## config.mk

```make
export PLATFORM = sky130hd
export DESIGN_NAME = rtc_timer_ctrl
export DESIGN_NICKNAME = d
export VERILOG_FILES = /design/src/rtl/rtc_pkg.sv /design/src/rtl/rtc_prescaler.sv /design/src/rtl/rtc_timer_ctrl.sv
export SDC_FILE = /design/constraint.sdc
export NUM_CORES = 1
export LEC_CHECK = 0
export BUFFER_PORTS_ARGS = -buffer_cell sky130_fd_sc_hd__buf_2
export CAP_MARGIN = 20
export CORE_MARGIN = 2
export CORE_UTILIZATION = 50
export CTS_CLUSTER_DIAMETER = 150
export DETAILED_ROUTE_END_ITERATION = 16
export PLACE_DENSITY = 0.71
export RECOVER_POWER = 100
export SYNTH_ARGS = -nofsm -noshare
export SYNTH_HDL_FRONTEND = slang
export SYNTH_SLANG_ARGS = --single-unit
export TNS_END_PERCENT = 100
```

## constraint.sdc

```tcl
create_clock -name clk -period 6.8 [get_ports clk]
set_clock_uncertainty 0.2 [all_clocks]
set_input_delay 0 -clock clk [delete_from_list [all_inputs] [get_ports clk]]
set_output_delay 0 -clock clk [all_outputs]
set_load 0.03 [all_outputs]
```

## src/rtl/rtc_pkg.sv

```systemverilog
// Shared definitions for the real-time clock controller: register map,
// CTRL bit positions and the sequencing state encoding.
package rtc_pkg;

  localparam logic [2:0] CTRL_A     = 3'd0;
  localparam logic [2:0] PRESCALE_A = 3'd1;
  localparam logic [2:0] COUNT_A    = 3'd2;
  localparam logic [2:0] COMPARE_A  = 3'd3;
  localparam logic [2:0] STATUS_A   = 3'd4;

  localparam int CTRL_W         = 3;
  localparam int CTRL_EN_B      = 0;
  localparam int CTRL_AUTO_B    = 1;
  localparam int CTRL_IRQ_EN_B  = 2;
  localparam int STATUS_MATCH_B = 0;

  typedef enum logic [1:0] {
    IDLE = 2'd0,
    RUN  = 2'd1,
    HALT = 2'd2
  } state_t;

endpackage

```

## src/rtl/rtc_prescaler.sv

```systemverilog
// Prescale divider: pcnt runs 0..prescale while enabled and emits one tick
// per prescale+1 enabled clocks. A clear restarts the period from zero.
module rtc_prescaler #(
  parameter int WIDTH = 32
) (
  input  logic             clk,
  input  logic             reset,
  input  logic             en,
  input  logic             clr,
  input  logic [WIDTH-1:0] prescale,
  output logic             tick
);

  logic [WIDTH-1:0] pcnt;
  logic             at_top;

  assign at_top = (pcnt == prescale);
  assign tick   = en & at_top;

  // Clear has priority so a prescale rewrite never leaves pcnt above the limit.
  always_ff @(posedge clk or negedge reset) begin
    if (!reset) begin
      pcnt <= '0;
    end else if (clr) begin
      pcnt <= '0;
    end else if (en) begin
      pcnt <= at_top ? '0 : pcnt + WIDTH'(1);
    end
  end

endmodule

```

## src/rtl/rtc_timer_ctrl.sv

```systemverilog
// Memory-mapped RTC controller: register file, IDLE/RUN/HALT sequencer and
// compare/match logic around the prescaler. Writes are single-cycle strobes.
module rtc_timer_ctrl
  import rtc_pkg::*;
#(
  parameter int               WIDTH        = 32,
  parameter logic [WIDTH-1:0] PRESCALE_RST = '0
) (
  input  logic             clk,
  input  logic             reset,
  input  logic             we,
  input  logic [2:0]       addr,
  input  logic [WIDTH-1:0] wdata,
  output logic [WIDTH-1:0] rdata,
  output logic             tick,
  output logic             irq,
  output logic             running,
  output state_t           state_dbg
);

  state_t              state;
  logic [CTRL_W-1:0]   ctrl;
  logic [WIDTH-1:0]    prescale;
  logic [WIDTH-1:0]    count;
  logic [WIDTH-1:0]    compare;
  logic                match;

  logic                wr_ctrl;
  logic                wr_prescale;
  logic                wr_count;
  logic                wr_compare;
  logic                wr_status;
  logic                w1c;
  logic                ctrl_en;
  logic                ctrl_auto;
  logic                en_clearing;
  logic                run_en;
  logic                enter_run;
  logic [WIDTH-1:0]    cnt_inc;
  logic                hit;

  assign wr_ctrl     = we && (addr == CTRL_A);
  assign wr_prescale = we && (addr == PRESCALE_A);
  assign wr_count    = we && (addr == COUNT_A);
  assign wr_compare  = we && (addr == COMPARE_A);
  assign wr_status   = we && (addr == STATUS_A);
  assign w1c         = wr_status && wdata[STATUS_MATCH_B];

  assign ctrl_en     = ctrl[CTRL_EN_B];
  assign ctrl_auto   = ctrl[CTRL_AUTO_B];

  // A CTRL write dropping EN swallows a tick landing on the same edge.
  assign en_clearing = wr_ctrl && !wdata[CTRL_EN_B];
  assign run_en      = (state == RUN) && ctrl_en && !en_clearing;
  assign enter_run   = ctrl_en && ((state == IDLE) || ((state == HALT) && w1c));

  rtc_prescaler #(.WIDTH(WIDTH)) u_prescaler (
    .clk      (clk),
    .reset    (reset),
    .en       (run_en),
    .clr      (enter_run || wr_prescale),
    .prescale (prescale),
    .tick     (tick)
  );

  // A COUNT write on a tick edge takes precedence, so no match is evaluated.
  assign cnt_inc = count + WIDTH'(1);
  assign hit     = tick && !wr_count && (cnt_inc == compare);

  always_ff @(posedge clk or negedge reset) begin
    if (!reset) begin
      state   <= IDLE;
      running <= 1'b0;
    end else begin
      case (state)
        IDLE: begin
          if (ctrl_en) begin
            state   <= RUN;
            running <= 1'b1;
          end
        end
        RUN: begin
          if (!ctrl_en) begin
            state   <= IDLE;
            running <= 1'b0;
          end else if (hit && !ctrl_auto) begin
            state   <= HALT;
            running <= 1'b0;
          end
        end
        HALT: begin
          if (!ctrl_en) begin
            state <= IDLE;
          end else if (w1c) begin
            state   <= RUN;
            running <= 1'b1;
          end
        end
        default: begin
          state   <= IDLE;
          running <= 1'b0;
        end
      endcase
    end
  end

  always_ff @(posedge clk or negedge reset) begin
    if (!reset) begin
      ctrl     <= '0;
      prescale <= PRESCALE_RST;
      count    <= '0;
      compare  <= '0;
      match    <= 1'b0;
    end else begin
      if (wr_ctrl)     ctrl     <= wdata[CTRL_W-1:0];
      if (wr_prescale) prescale <= wdata;
      if (wr_compare)  compare  <= wdata;

      if (wr_count) begin
        count <= wdata;
      end else if (tick) begin
        if (hit) count <= ctrl_auto ? '0 : compare;
        else     count <= cnt_inc;
      end

      // A new match outranks a simultaneous write-1-to-clear.
      if (hit)      match <= 1'b1;
      else if (w1c) match <= 1'b0;
    end
  end

  assign irq       = match & ctrl[CTRL_IRQ_EN_B];
  assign state_dbg = state;

  always_comb begin
    rdata = '0;
    case (addr)
      CTRL_A:     rdata[CTRL_W-1:0]     = ctrl;
      PRESCALE_A: rdata                 = prescale;
      COUNT_A:    rdata                 = count;
      COMPARE_A:  rdata                 = compare;
      STATUS_A:   rdata[STATUS_MATCH_B] = match;
      default:    rdata                 = '0;
    endcase
  end

endmodule

```

==> results.cfg <==
[outcome]
status = finished, violations left
violations = capacitance limit, slew limit

[finish]
final_nets = 1102
design_area_sq_mm = 0.0105
drive_above_1_share = 0.167
n_antenna_cell = 0
synthToLayoutAreaGrowth_pct = 14.3
fill_cells = 1611
seq_area_sq_mm = 0.00338
multi_input_area_sq_mm = 0.00540

[cts]
cts_tree = yes
cts.htree.levels = 4
cts_resized = 0
numCtsBuffers = 17
clkTransAtPathRegs_ns = 0.06
cts.path.max_buffers = 2
cts_num_sinks = 135
root_buffer = clkbuf_16
worst_skew_pair.late_latency_ns = 0.43

[logic_synthesis]
synthDistinctLibCells = 65
yosysMostFrequentCell = dfrtp_1
synthCells = 987
synth_area_leaders = dfrtp_1, mux2_2, xnor2_1
avgSynthCellArea_sq_um = 9.27
synth_nets = 1027
synth.top_cell.area_share = 0.369
synth-seq-cells = 135
synthTopCellsByCount = dfrtp_1, nor2_1, mux2_2
yosys_warnings = 0
ys.flop_type = dfrtp_1
synth_area_leader_cell = dfrtp_1
synth_edf_count = 0
synth_seq_area_share = 0.369
synth_area_sq_mm = 0.00915
async_flop_share = 1.00

[route]
drc = 0
route.met2.wl_um = 12100
dr_wl_met3_um = 1950
wl_um = 26400
routed-via-count = 7871
dr.pass1.iters = 6
vias_per_cell = 6.04
ant_nets = 0
drt_iter0_drc = 894
highest_layer = met4
wl_met1_um = 11800
avgRoutedWirePerCell_um = 20.2

[timing]
setup_viol = 0
relSlewSlack = -1.41
setup_tns_ns = 0
max_freq_mhz = 181
finalHoldViolCount = 0
tightest_slew_ns = 3.61
fin_crit_sh = 0.811
rsz0062_at_grt = no
min_period_ns = 5.51
slew_viol_final = 240

[floorplan]
die_w_um = 139
rows = 49
core_sq_mm = 0.0180
ios = 75
initial_core_util = 0.509
dieArea_sq_mm = 0.0194
die_h_um = 139

[worst_hold_path]
worstHoldPathType = in2reg

[power]
p_per_area_mw_per_mm2 = 276
peakVddDrop_mv = 0.191
leakage_nw = 4.20

[place]
placed_area_sq_mm = 0.00960
place.gp.congestion = 0.918
io_buffers = 74
hpwlAfterDp_um = 18500

[global_route]
grt_first_pass_wirelength_um = 42400
track_usage = 0.278
grt_pass1_vias = 7527
antenna_found_initial = 1
gr-total-overflow = 0
grt_start_max_net_pins = 66

[worst_setup_path]
crit_path_max_fanout = 12
path_class = reg2reg
crit_required_ns = 6.90
crit_arrival_ns = 5.61
crit_path_end_kind = register
critPathLaunchType = register

[flow_run]
cap_violations = 5
==> cell usage in the layout, fill, tap and decap left out, types with 4 or more instances in the layout <==
master and count:
nor4_1 9, xnor3_1 5, mux2i_1 30, nand2b_1 12, a31oi_1 6, dlygate4sd3_1 37, or4_1 8, buf_2 38
xor2_1 35, nor2b_1 34, clkbuf_16 17, a21oi_1 30, inv_1 15, and2_1 7, buf_4 4, o21ai_0 57
xnor2_1 69, a211o_1 4, nand4_1 25, or3_1 11, o31ai_1 6, a21o_1 7, nand2_1 83, and4_1 8
clkinvlp_4 4, nand3_1 30, o211ai_1 5, dfrtp_1 135, a22oi_1 29, and3_1 7, mux2_2 89, clkbuf_1 46
o22ai_1 4, clkinv_2 4, nor2_1 100, nor3_1 12
==> area by class of cell <==
cell class | count | area share
clock buffer | 19 | 0.0424
tap | 229 | 0.0274
inverter | 15 | 0.00539
clock inverter | 12 | 0.0122
sequential | 135 | 0.323
multi-input combinational | 769 | 0.517
timing repair buffer | 124 | 0.0726
==> worst max-delay path, stage by stage (launching register included) <==
cell	delay, ns
dfrtp_1	0.57
nand4_1	0.47
or4_1	0.90
nor4_1	0.49
xnor3_1	0.21
o21ai_0	0.10
or3_1	0.40
nor4b_2	1.21
clkbuf_1	0.51
mux2i_1	0.24
o21ai_0	0.09
==> layer usage <==
layer,vias to the layer above,GRT usage
met4,0,0.0856
met2,295,0.437
li1,3650,-
met3,34,0.0451
met5,-,0
met1,3892,0.396
==> state kept, by name, indices dropped and copies added, names as in the netlist <==
register	flops
u_prescaler.pcnt	32
ctrl	3
prescale	32
match	1
state_dbg	2
count	32
running	1
compare	32
==> through the flow <==
step | setup slack (ns) | power, mW | hold WS, ns | cells | util
floorplan | 2.94 | 1.71 | -0.496 | 987 | -
global placement | 2.05 | 1.93 | -0.136 | 1233 | 0.534
detailed placement | 1.97 | 1.95 | -0.134 | 1233 | 0.534
CTS | 1.93 | 2.89 | 0.0867 | 1302 | 0.588
global route | 0.958 | 3.01 | 0.171 | 1303 | 0.582
finish | 1.29 | 2.88 | 0.120 | 1303 | 0.582
==> repair_timing <==
action,in CTS,in global routing
endpoints found under the hold margin,174,0
hold buffers,38,0
setup endpoints to repair,0,0
setup buffers,0,0
==> logic make-up after synthesis <==
| logic type | after synthesis | share of synthesized area |
|---|---|---|
| compound gates | 163 | 0.111 |
| xor+xnor | 109 | 0.112 |
| fa+ha+maj | 2 | 0.00274 |
| buf+inv | 83 | 0.0404 |
| flops | 135 | 0.369 |
| mux | 123 | 0.151 |
| simple gates | 372 | 0.214 |
==> worst paths after layout <==
kind                                   endpoint  cells after the start  slack [ns]  startpoint
max in group asynchronous  u_prescaler.pcnt[22]                      4        2.06       reset
min reg2reg                               match                      2        0.33       match
max reg2reg                            count[3]                     10        1.29    count[4]
min                                       match                      4        0.12     addr[2]
max                                    count[3]                     10        1.29    count[4]
min in group asynchronous           compare[26]                      3        0.49       reset
==> report_power, final <==
| group | total [mW] | leakage, nW | internal, mW | switching [mW] |
|---|---|---|---|---|
| registers | 1.17 | 1.69 | 0.940 | 0.232 |
| clock network | 0.915 | 0.271 | 0.546 | 0.369 |
| logic | 0.794 | 2.24 | 0.385 | 0.409 |
(Power assumes the default switching activity.)
